<file path="src/rtl/control_unit_fsm_pkg.sv">
// Shared opcode map, ALU/shift codes, memory FSM states and the registered control word layout.
package control_unit_fsm_pkg;

  localparam logic [7:0] OP_LOADI = 8'h00;
  localparam logic [7:0] OP_MOV   = 8'h01;
  localparam logic [7:0] OP_ADD   = 8'h02;
  localparam logic [7:0] OP_SUB   = 8'h03;
  localparam logic [7:0] OP_AND   = 8'h04;
  localparam logic [7:0] OP_OR    = 8'h05;
  localparam logic [7:0] OP_J     = 8'h06;
  localparam logic [7:0] OP_BEQ   = 8'h07;
  localparam logic [7:0] OP_LWD   = 8'h08;
  localparam logic [7:0] OP_LWI   = 8'h09;
  localparam logic [7:0] OP_SWD   = 8'h0A;
  localparam logic [7:0] OP_SWI   = 8'h0B;
  localparam logic [7:0] OP_MUL   = 8'h0C;
  localparam logic [7:0] OP_SLL   = 8'h0D;
  localparam logic [7:0] OP_SRL   = 8'h0E;
  localparam logic [7:0] OP_SRA   = 8'h0F;
  localparam logic [7:0] OP_ROR   = 8'h10;
  localparam logic [7:0] OP_BNE   = 8'h11;

  localparam logic [2:0] ALU_FWD   = 3'b000;
  localparam logic [2:0] ALU_ADD   = 3'b001;
  localparam logic [2:0] ALU_AND   = 3'b010;
  localparam logic [2:0] ALU_OR    = 3'b011;
  localparam logic [2:0] ALU_MUL   = 3'b100;
  localparam logic [2:0] ALU_SHIFT = 3'b101;

  localparam logic [1:0] SH_SRL = 2'b00;
  localparam logic [1:0] SH_SRA = 2'b01;
  localparam logic [1:0] SH_ROR = 2'b10;
  localparam logic [1:0] SH_SLL = 2'b11;

  typedef enum logic [1:0] {
    ST_EXEC     = 2'd0,
    ST_MEM_WAIT = 2'd1,
    ST_MEM_DONE = 2'd2
  } state_e;

  typedef struct packed {
    logic [2:0] aluop;
    logic       mux_2scmpl;
    logic       mux_immd;
    logic       reg_write;
    logic       beq_en;
    logic       bne_en;
    logic       jump_en;
    logic       shift_en;
    logic [1:0] shiftop;
    logic       read;
    logic       write;
    logic       mux_memory;
  } ctrl_t;

  localparam ctrl_t CTRL_NOP = '0;

endpackage

</file>
<file path="src/rtl/control_unit_fsm_decode.sv">
// Pure combinational opcode -> control word decode; unknown opcodes give a NOP word plus illegal flag.
module cu_opcode_decode
  import control_unit_fsm_pkg::*;
#(
  parameter int unsigned OPCODE_W = 8
) (
  input  logic [OPCODE_W-1:0] opcode_i,
  output ctrl_t               ctrl_o,
  output logic                illegal_o
);

  logic [31:0] op_ext;
  ctrl_t       c;
  logic        ill;

  always_comb begin
    op_ext = 32'(opcode_i);
    c      = CTRL_NOP;
    ill    = 1'b0;
    case (op_ext[7:0])
      OP_LOADI: begin c.mux_immd = 1'b1; c.reg_write = 1'b1; end
      OP_MOV:   c.reg_write = 1'b1;
      OP_ADD:   begin c.aluop = ALU_ADD; c.reg_write = 1'b1; end
      OP_SUB:   begin c.aluop = ALU_ADD; c.mux_2scmpl = 1'b1; c.reg_write = 1'b1; end
      OP_AND:   begin c.aluop = ALU_AND; c.reg_write = 1'b1; end
      OP_OR:    begin c.aluop = ALU_OR;  c.reg_write = 1'b1; end
      OP_J:     c.jump_en = 1'b1;
      OP_BEQ:   begin c.aluop = ALU_ADD; c.mux_2scmpl = 1'b1; c.beq_en = 1'b1; end
      OP_BNE:   begin c.aluop = ALU_ADD; c.mux_2scmpl = 1'b1; c.bne_en = 1'b1; end
      OP_LWD:   begin c.read = 1'b1; c.reg_write = 1'b1; c.mux_memory = 1'b1; end
      OP_LWI:   begin
        c.read = 1'b1; c.reg_write = 1'b1; c.mux_memory = 1'b1; c.mux_immd = 1'b1;
      end
      OP_SWD:   c.write = 1'b1;
      OP_SWI:   begin c.write = 1'b1; c.mux_immd = 1'b1; end
      OP_MUL:   begin c.aluop = ALU_MUL; c.reg_write = 1'b1; end
      OP_SLL, OP_SRL, OP_SRA, OP_ROR: begin
        c.aluop     = ALU_SHIFT;
        c.mux_immd  = 1'b1;
        c.shift_en  = 1'b1;
        c.reg_write = 1'b1;
        case (op_ext[7:0])
          OP_SLL:  c.shiftop = SH_SLL;
          OP_SRA:  c.shiftop = SH_SRA;
          OP_ROR:  c.shiftop = SH_ROR;
          default: c.shiftop = SH_SRL;
        endcase
      end
      default:  ill = 1'b1;
    endcase
    // Opcodes wider than the 8-bit map are legal only when the extra bits are zero.
    if (|op_ext[31:8]) begin
      c   = CTRL_NOP;
      ill = 1'b1;
    end
  end

  assign ctrl_o    = c;
  assign illegal_o = ill;

endmodule

</file>
<file path="src/rtl/control_unit_fsm.sv">
// Registered control unit: 1-cycle decode, data-memory handshake FSM with BUSYWAIT timeout.
// STALL holds the PC from the request cycle until MEM_DONE; OPCODE is ignored while stalled.
module control_unit_fsm
  import control_unit_fsm_pkg::*;
#(
  parameter int unsigned OPCODE_W    = 8,
  parameter int unsigned ALUOP_W     = 3,
  parameter int unsigned TIMEOUT_CYC = 255,
  parameter int unsigned TMO_W       = 8
) (
  input  logic                CLK,
  input  logic                RESET_N,
  input  logic [OPCODE_W-1:0] OPCODE,
  input  logic                INSTR_VALID,
  input  logic                BUSYWAIT,
  output logic [ALUOP_W-1:0]  ALUOP,
  output logic                MUX_2SCMPL,
  output logic                MUX_IMMD,
  output logic                REG_WRITE_EN,
  output logic                BEQ_ENABLE,
  output logic                BNE_ENABLE,
  output logic                JUMP_ENABLE,
  output logic                SHIFT_ENABLE,
  output logic [1:0]          SHIFTOP,
  output logic                READ,
  output logic                WRITE,
  output logic                MUX_MEMORY,
  output logic                STALL,
  output logic                ILLEGAL_OP,
  output logic                MEM_ERR
);

  state_e           state_q, state_d;
  ctrl_t            cw_q, cw_d, dec_cw;
  logic             dec_ill;
  logic [TMO_W-1:0] cnt_q, cnt_d, cnt_inc;
  logic             tmo_q, tmo_d;
  logic             ill_q, ill_d;
  logic             err_q, err_d;
  logic             capture;

  cu_opcode_decode #(.OPCODE_W(OPCODE_W)) u_dec (
    .opcode_i  (OPCODE),
    .ctrl_o    (dec_cw),
    .illegal_o (dec_ill)
  );

  always_ff @(posedge CLK or negedge RESET_N) begin
    if (!RESET_N) begin
      state_q <= ST_EXEC;
      cw_q    <= CTRL_NOP;
      cnt_q   <= '0;
      tmo_q   <= 1'b0;
      ill_q   <= 1'b0;
      err_q   <= 1'b0;
    end else begin
      state_q <= state_d;
      cw_q    <= cw_d;
      cnt_q   <= cnt_d;
      tmo_q   <= tmo_d;
      ill_q   <= ill_d;
      err_q   <= err_d;
    end
  end

  always_comb begin
    state_d = state_q;
    cw_d    = cw_q;
    cnt_d   = cnt_q;
    tmo_d   = tmo_q;
    ill_d   = ill_q;
    err_d   = err_q;
    capture = 1'b0;
    cnt_inc = cnt_q + 1'b1;
    case (state_q)
      ST_MEM_WAIT: begin
        // Completion wins over a timeout that would fire on the same edge.
        if (!BUSYWAIT) begin
          state_d = ST_MEM_DONE;
          cnt_d   = '0;
        end else if ((TIMEOUT_CYC != 0) && (cnt_inc == TMO_W'(TIMEOUT_CYC))) begin
          state_d = ST_MEM_DONE;
          cnt_d   = '0;
          tmo_d   = 1'b1;
          err_d   = 1'b1;
        end else begin
          cnt_d = cnt_inc;
        end
      end
      default: capture = 1'b1;
    endcase
    if (capture) begin
      tmo_d = 1'b0;
      if (INSTR_VALID) begin
        cw_d = dec_cw;
        if (dec_ill) ill_d = 1'b1;
      end else begin
        cw_d = CTRL_NOP;
      end
      state_d = (cw_d.read || cw_d.write) ? ST_MEM_WAIT : ST_EXEC;
    end
  end

  assign STALL        = (state_q == ST_MEM_WAIT);
  assign READ         = cw_q.read  & STALL;
  assign WRITE        = cw_q.write & STALL;
  assign REG_WRITE_EN = cw_q.reg_write &
                        ((state_q == ST_EXEC) || ((state_q == ST_MEM_DONE) && !tmo_q));
  assign ALUOP        = ALUOP_W'(cw_q.aluop);
  assign MUX_2SCMPL   = cw_q.mux_2scmpl;
  assign MUX_IMMD     = cw_q.mux_immd;
  assign BEQ_ENABLE   = cw_q.beq_en;
  assign BNE_ENABLE   = cw_q.bne_en;
  assign JUMP_ENABLE  = cw_q.jump_en;
  assign SHIFT_ENABLE = cw_q.shift_en;
  assign SHIFTOP      = cw_q.shiftop;
  assign MUX_MEMORY   = cw_q.mux_memory;
  assign ILLEGAL_OP   = ill_q;
  assign MEM_ERR      = err_q;

endmodule
</file>
<file path="config.mk">
export PLATFORM = sky130hd
export DESIGN_NAME = control_unit_fsm
export DESIGN_NICKNAME = d
export VERILOG_FILES = /design/src/rtl/control_unit_fsm_pkg.sv /design/src/rtl/control_unit_fsm_decode.sv /design/src/rtl/control_unit_fsm.sv
export SDC_FILE = /design/constraint.sdc
export NUM_CORES = 1
export LEC_CHECK = 0
export BUFFER_PORTS_ARGS = -buffer_cell sky130_fd_sc_hd__buf_2
export CORE_MARGIN = 2
export CORE_UTILIZATION = 25
export CTS_CLUSTER_SIZE = 14
export DETAILED_ROUTE_END_ITERATION = 10
export PLACE_DENSITY = 0.44
export SETUP_SLACK_MARGIN = 0.1
export SLEW_MARGIN = 10
export SYNTH_ARGS = -nofsm -noshare
export SYNTH_HDL_FRONTEND = slang
export SYNTH_SLANG_ARGS = --single-unit
</file>
<file path="constraint.sdc">
create_clock -name CLK -period 3.95 [get_ports CLK]
set_clock_uncertainty 0.15 [all_clocks]
set_input_delay 0.395 -clock CLK [delete_from_list [all_inputs] [get_ports CLK]]
set_output_delay 0.395 -clock CLK [all_outputs]
set_load 0.02 [all_outputs]
</file>
Word level (Yosys, flattened, before mapping)
Cells that the tools add are included.

Register bits after elaboration: 28. Bits in latches: 0. RAM bits: 0. Bits in read-only memories: 0. Input bits: 12. Output and inout port bits: 18. Word-level logic and storage cells: 85. Memories kept: 0.

$add $sub $neg: 1. Multipliers: 0. Div/mod/pow operators: 0. Order comparisons: 0. Equal/unequal tests: 23. Shift operators: 0. Mux-type cells: 22. Bitwise operators: 5. Reduce and logical (&&, ||, !) cells: 17.

Operators with widths (number): $eq 8x4->1 const B (8); $eq 8x3->1 const B (4); $mux 15 (2); $reduce_or 18->1 (1); $eq 8x2->1 const B (2); $eq 8x5->1 const B (2); $mux 8 (2); $pmux 3 s5 (1); $reduce_or 13->1 (1); $mux 1 (12); $add 8x1->8 const B (1); $eq 8x1->1 const B (1); $eq 8x8->1 const B (1); $logic_not 8->1 (1); $reduce_or 4->1 (2); $reduce_or 7->1 (1); $mux 2 (3); $pmux 2 s3 (1); $reduce_and 3->1 (2); $reduce_or 2->1 (2); $and 1x1->1 (3); $mux 3 (1); $ne 3x2->1 const B (1); $reduce_or 3->1 (1); 10 further kinds (12).

Depth between registers and ports, before layout
Gate-level depths: netlist of run 1.

Depth after elaboration: 8. Mapped depth: 7. Depth with buffers taken out: 7.

Hierarchy
Synthesis of run 1 repeated with hierarchy kept, for this count alone.

Cells, all modules: 193. Area total of the unflattened synthesis: 1647.8 µm².

By module, submodules not included: control_unit_fsm (times used 1, cells each 145, area each 1375.1 µm², sequential area each 700.7 µm²); cu_opcode_decode (times used 1, cells each 48, area each 272.8 µm², sequential area each 0.0 µm²).

Least setup slack after synthesis of run 1
OpenSTA, ideal clock, no wires.

Path type: register to register. Start: reg cnt_q[0]. End: reg tmo_q. Setup time: 74 ps. Data arrival time: 1773 ps. Required time: 3726 ps. Setup slack: 1953 ps. Stages on the path, launching flop included: 7. Path buffers: 0. Clock period less this slack: 1997 ps. Cells stage by stage: dfrtp_1 ha_1 and2b_1 nor3b_1 a21oi_2 or4_4 a21oi_2.

Word-level cells in the longest chain between the ends: 4.

RTL lines: from (decl) (RTL line control_unit_fsm.sv:36) `logic [TMO_W-1:0] cnt_q, cnt_d, cnt_inc;`; from (signal assigned) (RTL line control_unit_fsm.sv:59) `cnt_q <= cnt_d;`; $add 8x1->8 (RTL line control_unit_fsm.sv:74) `cnt_inc = cnt_q + 1'b1;`; $eq 8x8->1 (RTL line control_unit_fsm.sv:81) `end else if ((TIMEOUT_CYC != 0) && (cnt_inc == TMO_W'(TIMEOUT_CYC))) begin`; $ne 2x1->1 (no line); $reduce_and 2->1 (no line); to (signal assigned) (RTL line control_unit_fsm.sv:60) `tmo_q <= tmo_d;`; to (decl) (RTL line control_unit_fsm.sv:37) `logic tmo_q, tmo_d;`.

No other way between the ends. A chain may end at the register's enable or synchronous reset.

Worst setup path in the final report of run 1
Start: reg state_q[1]. End: out WRITE.

Word-level cells in the longest chain between the ends: 2.

RTL lines: from (decl) (RTL line control_unit_fsm.sv:33) `state_e state_q, state_d;`; from (signal assigned) (RTL line control_unit_fsm.sv:57) `state_q <= state_d;`; $eq 2x1->1 (RTL line control_unit_fsm.sv:104) `assign STALL = (state_q == ST_MEM_WAIT);`; $and 1x1->1 (RTL line control_unit_fsm.sv:106) `assign WRITE = cw_q.write & STALL;`; to (decl) (RTL line control_unit_fsm.sv:26) `output logic WRITE,`.

No other way between the ends.

==> results of run 1 <==
-- Yosys cell counts, types with 2 or more instances --
cell	count	area [um^2]
and2_1	4	25.0
inv_1	8	30.0
o31ai_1	2	15.0
nor3_1	3	15.0
and2b_1	2	15.0
nand2b_1	4	25.0
a21oi_1	7	35.0
o21ai_0	11	55.1
clkbuf_1	8	30.0
o41ai_1	2	17.5
ha_1	2	25.0
nand3_1	4	20.0
a22o_1	2	17.5
nand4_1	2	12.5
nor2_1	10	37.5
o21bai_1	3	22.5
and3_1	2	12.5
nand2_1	15	56.3
buf_4	5	37.5
a21o_1	4	30.0
a32o_1	3	30.0
dfrtp_1	27	676
a21oi_2	2	17.5
-- final timing paths --
path                       cells past startpoint  endpoint       start
max in group asynchronous                      2  cnt_q[1]     RESET_N
min                                            3  cnt_q[7]    BUSYWAIT
min in group asynchronous                      2  cnt_q[6]     RESET_N
min reg2reg                                    1   MEM_ERR     MEM_ERR
max reg2reg                                    5   cw_q[1]  state_q[1]
max                                            4     WRITE  state_q[1]
-- power by group through the flow --
stage,Clock [mW],Sequential [mW],Combinational (mW)
after floorplan,0,0.311,0.0617
after global placement,0,0.314,0.0857
after detailed placement,0,0.315,0.0874
after CTS,0.170,0.310,0.0887
after global routing,0.181,0.312,0.0999
final,0.160,0.310,0.0878
-- repair_timing --
action / CTS / global route
buffers inserted: 0 / 0
hold buffers: 1 / 0
endpoints found under the hold margin: 19 / 0
endpoints found under the setup margin: 0 / 0
-- metrics by stage --
stage	setup slack (ps)	total power, mW	area [um^2]	hold slack [ps]
3_5_place_dp	1610	0.402	1610	299
4_1_cts	1290	0.568	1670	247
2_1_floorplan	1950	0.373	1450	-50.6
5_1_grt	1140	0.594	1670	262
3_3_place_gp	1700	0.400	1610	298
6_report	1320	0.558	1670	255
-- state kept, by name, indices dropped and copies added, names as in the netlist --
signal,count
ALUOP,3
BEQ_ENABLE,1
BNE_ENABLE,1
ILLEGAL_OP,1
JUMP_ENABLE,1
MEM_ERR,1
MUX_2SCMPL,1
MUX_IMMD,1
SHIFTOP,2
SHIFT_ENABLE,1
cnt_q,8
cw_q,3
state_q,2
tmo_q,1
-- routing by layer --
metal	up-vias	global-route usage	part of all wire
met5	-	0	0
met4	0	0.0356	0.0077
met3	2	0.0204	0.045
met2	22	0.154	0.45
met1	566	0.146	0.50
li1	578	-	-
-- cell families after synthesis --
logic type,share of synthesized area
AND/OR/NAND/NOR,0.221
adder cells (fa/ha/maj),0.0173
XOR/XNOR,0.0234
buffers and inverters,0.0675
AO/OA/AOI/OAI,0.203
flip-flops,0.468
-- area by class of cell --
| class | instances | area share |
|---|---|---|
| clock buffers | 3 | 0.0247 |
| clock inverters | 1 | 0.00449 |
| inverters | 8 | 0.0180 |
| multi-input cells | 105 | 0.402 |
| flip-flops and latches | 27 | 0.404 |
| well taps | 72 | 0.0539 |
| repair buffers | 30 | 0.0928 |
-- critical path, delay by kind of cell (launching register included) --
kind                   cells  cell delay [ps]
buffers and inverters      2              620
and+or+nand+nor            2              820
DFF                        1              370
==> results.yml, run 1 <==
critical_path:
  crit_path_top_delay_cell: "nand2b_1"
  rrSetupSlack_ps: 1580
  cp-start-kind: "register"
  crit_type: "reg -> out"
  critPathRequiredTime_ps: 3400
  crit_chain: "nand2b_1, inv_1, and2_1, buf_2"
  slowest_delay_ps: 510
  cp-end-kind: "output pin"
  critPathArrivalTime_ps: 2080
  path_max_fanout: 21
floorplan:
  dieArea_mm2: 0.00640
  initial_core_util: 0.261
  dieWidth_um: 80.0
  ios: 30
  core-area_mm2: 0.00554
  row_count: 27
  fp.dieH_um: 80.0
place:
  gp_congestion: 0.768
  numPortBuffers: 29
  placed_cells: 241
  dp_hpwl_um: 2360
power:
  clkPwrFrac: 0.287
  leakage_nw: 0.805
  seqPwrFrac: 0.556
  p_sw_frac: 0.285
  combPwrFrac: 0.157
  pwr_density_cell_mw_per_mm2: 334
  ir_worst_vdd_mv: 0.132
  p_int_uw: 399
  netSwitchingPower_uw: 159
clocking:
  cts_resized: 0
  clkLatencyLatePin_ps: 270
  root_buffer: "clkbuf_8"
  numClockSinks: 27
  clk_pin_slew_worst_paths_ps: 100
  htree_levels: 1
  cts_tree: "done"
  cts_buffer_depth: 2
  cts-buffers-inserted: 3
timing:
  slew_violations: 0
  setup_viol: 0
  fmax_mhz: 380
  worst_pin_slew_ps: 616
  grt_setup_unrepaired: "no"
  final.min_clock_period_ps: 2630
  fin_crit_sh: 0.665
  setup_tns_ps: 0
  slew_headroom: 0.590
  finalHoldViolations: 0
final_layout:
  area_growth_pct: 15.7
  multi_input_area_um2: 672
  fin_nets: 189
  register_area_um2: 676
  layout_commonest_cell: "buf_2"
  layout-drive-gt1-share: 0.241
  layout_common_cells: "buf_2, dfrtp_1, nand2_1"
  nFillCells: 608
  antennaDiodeCount: 0
  final_cells: 246
  final_core_util: 0.302
logic_synthesis:
  ys_async_sr_fraction: 1.00
  ys_seq_area_frac: 0.468
  synth_nets: 167
  netlist_area_mm2: 0.00145
  ys_types: 44
  netlist_instances: 153
  synth-seq-cells: 27
  synthFlopType: "dfrtp_1"
  ys.warnings.count: 0
  syn_avg_cell_area_um2: 9.45
  synth_enable_flop_cells: 0
detailed_routing:
  post_drt_via_cell_ratio: 4.75
  wl_um: 3240
  wl_per_cell_um: 13.2
  antenna_left: 0
  num_vias: 1168
  drtIter0Drc: 92
  dr.pass1.iters: 4
  drcViolationCount: 0
global_routing:
  grt_pass1_vias: 1092
  grt_use_total: 0.103
  grt_max_degree: 28
  grt_pass1_wl_um: 5190
  grt-ovfl-total: 0
  antenna_found_initial: 0
run_status:
  status: "completed"
run:
  maxCapViolations: 0
min_path:
  hold_path.class: "in -> reg"
Power figures use the tool's default switching activity.
==> run 2, diff against run 1 <==
--- a/config.mk
+++ b/config.mk
@@ -10,7 +10,7 @@
 export CORE_UTILIZATION = 25
 export CTS_CLUSTER_SIZE = 14
 export DETAILED_ROUTE_END_ITERATION = 10
-export PLACE_DENSITY = 0.44
+export PLACE_DENSITY = 0.45
 export SETUP_SLACK_MARGIN = 0.1
 export SLEW_MARGIN = 10
 export SYNTH_ARGS = -nofsm -noshare
==> constraint.sdc (replaced) <==
create_clock -name CLK -period 2.4 [get_ports CLK]
set_clock_uncertainty 0.15 [all_clocks]
set_input_delay 0.24 -clock CLK [delete_from_list [all_inputs] [get_ports CLK]]
set_output_delay 0.24 -clock CLK [all_outputs]
set_load 0.02 [all_outputs]
==> run 2 against run 1 <==
Utilization increased by 0.36 points. Cell area increased by 1.2%. Critical path depth increased by 2. Highest routed layer unchanged. Largest power group unchanged. Flip-flop and latch count unchanged. Combinational power increased by 66%. Die area unchanged. Total power increased by 64%. Hold slack got worse by 140 ps.
==> results.yml, run 2 (synthesis results as in run 1) <==
final_layout:
  register_area_um2: 676
  antennaDiodeCount: 0
  largest_reg_flops: 8
  layout-drive-gt1-share: 0.250
  layout_common_cells: "buf_2, dfrtp_1, nand2_1"
  area_growth_pct: 17.1
  multi_input_area_um2: 679
  final_core_util: 0.305
  layout_commonest_cell: "buf_2"
  fin_nets: 191
  top_register: "cnt_q"
  nFillCells: 598
power:
  ir_worst_vdd_mv: 0.188
  leakage_nw: 0.819
  pwr_density_cell_mw_per_mm2: 541
global_routing:
  grt_pass1_vias: 1139
  met3_usage: 0.0192
  grt_max_degree: 28
  grt_pass1_wl_um: 5330
  grt_util_met1: 0.142
  antenna_found_initial: 0
  busiest_layer: "met2"
  use_met2: 0.167
  grt_use_total: 0.105
  grt-ovfl-total: 0
critical_path:
  crit_path_top_delay_cell: "or4_4"
  path_max_fanout: 6
  worst-path-buf-inv: 0
  slowest_delay_ps: 540
  crit_top_cell: "a21oi_2"
  critPathRequiredTime_ps: 2460
  cp_top_family: "simple AND/OR/NAND/NOR gates"
  cp-end-kind: "register"
  crit_type: "reg -> reg"
  crit_chain: "ha_1, and2b_1, nor3b_1, a21oi_2, or4_4, a21oi_2"
  critPathArrivalTime_ps: 2180
  cp-start-kind: "register"
detailed_routing:
  num_vias: 1163
  dr.pass1.iters: 4
  drtIter0Drc: 47
  drcViolationCount: 0
  wl_per_cell_um: 13.0
  antenna_left: 0
  wl_um: 3210
  post_drt_via_cell_ratio: 4.69
timing:
  fin_crit_sh: 0.883
  finalHoldViolations: 0
  slew_violations: 0
  grt_setup_unrepaired: "no"
  setup_tns_ps: 0
  final.min_clock_period_ps: 2120
  worst_pin_slew_ps: 617
  hold_slack_ps: 116
  fmax_mhz: 472
  setup_viol: 0
  slew_headroom: 0.589
run_status:
  status: "completed"
clocking:
  numClockSinks: 27
  cts_buffer_depth: 2
  clkLatencyLatePin_ps: 270
  cts-buffers-inserted: 3
  root_buffer: "clkbuf_8"
  htree_levels: 1
  clk_pin_slew_worst_paths_ps: 90
  cts_tree: "done"
floorplan:
  row_count: 27
  initial_core_util: 0.261
  ios: 30
  fp.dieH_um: 80.0
  dieWidth_um: 80.0
  core-area_mm2: 0.00554
  dieArea_mm2: 0.00640
place:
  dp_hpwl_um: 2390
  numPortBuffers: 29
  gp_congestion: 0.756
run:
  maxCapViolations: 0
min_path:
  hold_path.class: "in -> reg"
-- run 2: metal layers --
layer | wire, um | vias up
li1 | - | 579
met1 | 1570 | 564
met2 | 1500 | 18
met3 | 118 | 2
met4 | 25 | 0
met5 | 0 | -
-- run 2: worst paths after layout --
kind / from / to / slack [ps] / cells after the start
min in group asynchronous: RESET_N / cnt_q[4] / 360 / 2
worst min-delay path: INSTR_VALID / JUMP_ENABLE / 120 / 3
worst max register to register: cnt_q[0] / tmo_q / 280 / 6
worst min register to register: ILLEGAL_OP / ILLEGAL_OP / 320 / 2
worst max-delay path: cnt_q[0] / tmo_q / 280 / 6
max in group asynchronous: RESET_N / cw_q[9] / 1330 / 2
-- run 2: final cells by class --
cell class,instances,area share
repair buffers,32,0.101
multi-input cells,105,0.402
clock inverters,1,0.00296
inverters,8,0.0178
clock buffers,3,0.0244
well taps,72,0.0533
flip-flops and latches,27,0.399
-- run 2: stage by stage --
stage               worst slack, ps  cell area (um^2)  instances  power, mW
finish                          281              1690        248      0.914
global route                    147              1690        248      0.972
CTS                             246              1680        248      0.929
detailed placement              263              1630        243      0.661
floorplan                       403              1450        153      0.614
global placement                294              1630        243      0.658
-- run 2: repair_timing --
action	in CTS	in global routing
setup buffers	0	0
hold endpoints to repair	27	0
hold buffers	1	0
gates resized for setup	0	1
setup endpoints to repair	0	4
-- run 2: power breakdown --
part	internal [mW]	leakage [nW]	switching [mW]
clock	0.116	0.0255	0.145
sequential	0.479	0.351	0.0281
combinational	0.0614	0.443	0.0850
total	0.657	0.819	0.258
-- run 2: tightest hold or removal path, stage by stage --
cell	delay, ps
buf_2	120
inv_1	70
o41ai_1	80
==> run 3, diff against run 2 <==
--- a/config.mk
+++ b/config.mk
@@ -7,10 +7,10 @@
 export LEC_CHECK = 0
 export BUFFER_PORTS_ARGS = -buffer_cell sky130_fd_sc_hd__buf_2
 export CORE_MARGIN = 2
-export CORE_UTILIZATION = 25
+export CORE_UTILIZATION = 48
 export CTS_CLUSTER_SIZE = 14
 export DETAILED_ROUTE_END_ITERATION = 10
-export PLACE_DENSITY = 0.45
+export PLACE_DENSITY = 0.75
 export SETUP_SLACK_MARGIN = 0.1
 export SLEW_MARGIN = 10
 export SYNTH_ARGS = -nofsm -noshare
==> run 3 against run 2 <==
Highest routed layer unchanged. Non-clock buffer count fell by 1. Sequential share of layout area rose by 1.9 points. Global-route usage rose by 7.3 points. Critical endpoint unchanged. First-iteration DRC count fell by 51%. Largest cell class unchanged. Via count rose by 2.3%.
==> results.yml, run 3 (synthesis results as in run 1) <==
timing:
  setup_tns_ps: 0
  setup_viol: 0
  grt_setup_unrepaired: "no"
  worst_pin_slew_ps: 605
  timing.final.ws_setup_ps: 243
  slew_headroom: 0.596
  fmax_mhz: 464
  final.min_clock_period_ps: 2160
  fin_crit_sh: 0.899
  slew_violations: 0
  finalHoldViolations: 0
floorplan:
  dieArea_mm2: 0.00347
  row_count: 19
  ios: 30
  core-area_mm2: 0.00281
  initial_core_util: 0.515
  dieWidth_um: 58.9
  fp.dieH_um: 58.9
detailed_routing:
  wl_per_cell_um: 14.0
  wl_um: 2880
  num_vias: 1190
  post_drt_via_cell_ratio: 5.78
  drtIter0Drc: 23
  antenna_left: 0
  drcViolationCount: 0
  dr.pass1.iters: 4
final_layout:
  nFillCells: 235
  area_growth_pct: 11.7
  largest_reg_flops: 8
  fin_area_mm2: 0.00161
  layout_common_cells: "buf_2, dfrtp_1, nand2_1"
  layout-drive-gt1-share: 0.246
  top_register: "cnt_q"
  antennaDiodeCount: 0
  layout_commonest_cell: "buf_2"
  fin_nets: 190
  final_core_util: 0.575
critical_path:
  r2r-end: "tmo_q"
  critPathArrivalTime_ps: 2270
  cp-end-kind: "register"
  rrSetupSlack_ps: 240
  crit_type: "reg -> reg"
  worstSetupEndpoint: "tmo_q"
  path_max_fanout: 6
  startpoint: "cnt_q[0]"
  r2r-start: "cnt_q[0]"
  r2r_cells: 6
  critPathRequiredTime_ps: 2520
  cp-start-kind: "register"
clocking:
  clk_pin_slew_worst_paths_ps: 160
  numClockSinks: 27
  cts-buffers-inserted: 3
  clkLatencyLatePin_ps: 340
  cts_tree: "done"
  cts_buffer_depth: 2
  htree_levels: 1
  root_buffer: "clkbuf_4"
global_routing:
  grt-ovfl-total: 0
  grt_use_total: 0.177
  grt_pass1_vias: 1091
  grt_max_degree: 28
  antenna_found_initial: 0
  grt_pass1_wl_um: 4770
power:
  ir_worst_vdd_mv: 0.305
  fin_total_pwr_uw: 858
  pwr_density_cell_mw_per_mm2: 532
  leakage_nw: 0.806
place:
  place_area_mm2: 0.00157
  numPortBuffers: 29
  dp_hpwl_um: 2050
  gp_congestion: 0.819
  pre_cts_slack_ps: 208
run_status:
  status: "completed"
min_path:
  hold_path.class: "in -> reg"
run:
  maxCapViolations: 0
-- run 3: changes by cell type in the layout (fill, tap and decap cells not counted), sizes merged --
cell / before / now
buf: 31 / 30
-- run 3: how the worst min path moves through the flow --
stage	from	endpoint	slack [ps]	cells after the start
2_1_floorplan	RESET_N	ALUOP[0]	-210	0
3_3_place_gp	RESET_N	MEM_ERR	120	1
3_5_place_dp	RESET_N	ALUOP[2]	130	1
4_1_cts	INSTR_VALID	JUMP_ENABLE	30	3
5_1_grt	INSTR_VALID	JUMP_ENABLE	60	3
6_report	INSTR_VALID	JUMP_ENABLE	40	3
-- run 3: final cells by class --
class                           count  area [um^2]  area share
Clock buffer                        3         22.5      0.0140
Clock inverter                      1         5.00     0.00310
Inverter                            8         30.0      0.0186
Multi-Input combinational cell    105          679       0.421
Sequential cell                    27          676       0.419
Tap cell                           31         38.8      0.0240
Timing Repair Buffer               31          163       0.101
-- run 3: stage by stage --
stage               hold slack [ps]  instances
floorplan                      -206        153
global placement                120        201
detailed placement              131        201
CTS                            33.8        206
global route                   59.1        206
finish                         35.3        206
-- run 3: report_power, final --
group          internal, mW  total (mW)  switching (mW)
clock                0.0627       0.202           0.140
sequential            0.479       0.510          0.0304
combinational        0.0611       0.146          0.0851
-- run 3: worst max-delay path, stage by stage (launching register included) --
cell and delay [ps]:
dfrtp_1 460, ha_1 270, and2b_1 220, nor3b_1 230, a21oi_2 100, or4_4 540, a21oi_2 140
-- run 3: timing repair --
| item | in CTS | in global routing |
|---|---|---|
| endpoints found under the setup margin | 0 | 2 |
| buffers inserted | 0 | 0 |
| resized for setup | 0 | 1 |
| hold buffers | 1 | 0 |
| hold endpoints to repair | 27 | 0 |
-- run 3: routing by layer --
layer	GRT usage	routed length (um)
met1	0.243	1360
met5	0	0
met2	0.294	1340
met4	0.0584	34
met3	0.0198	139
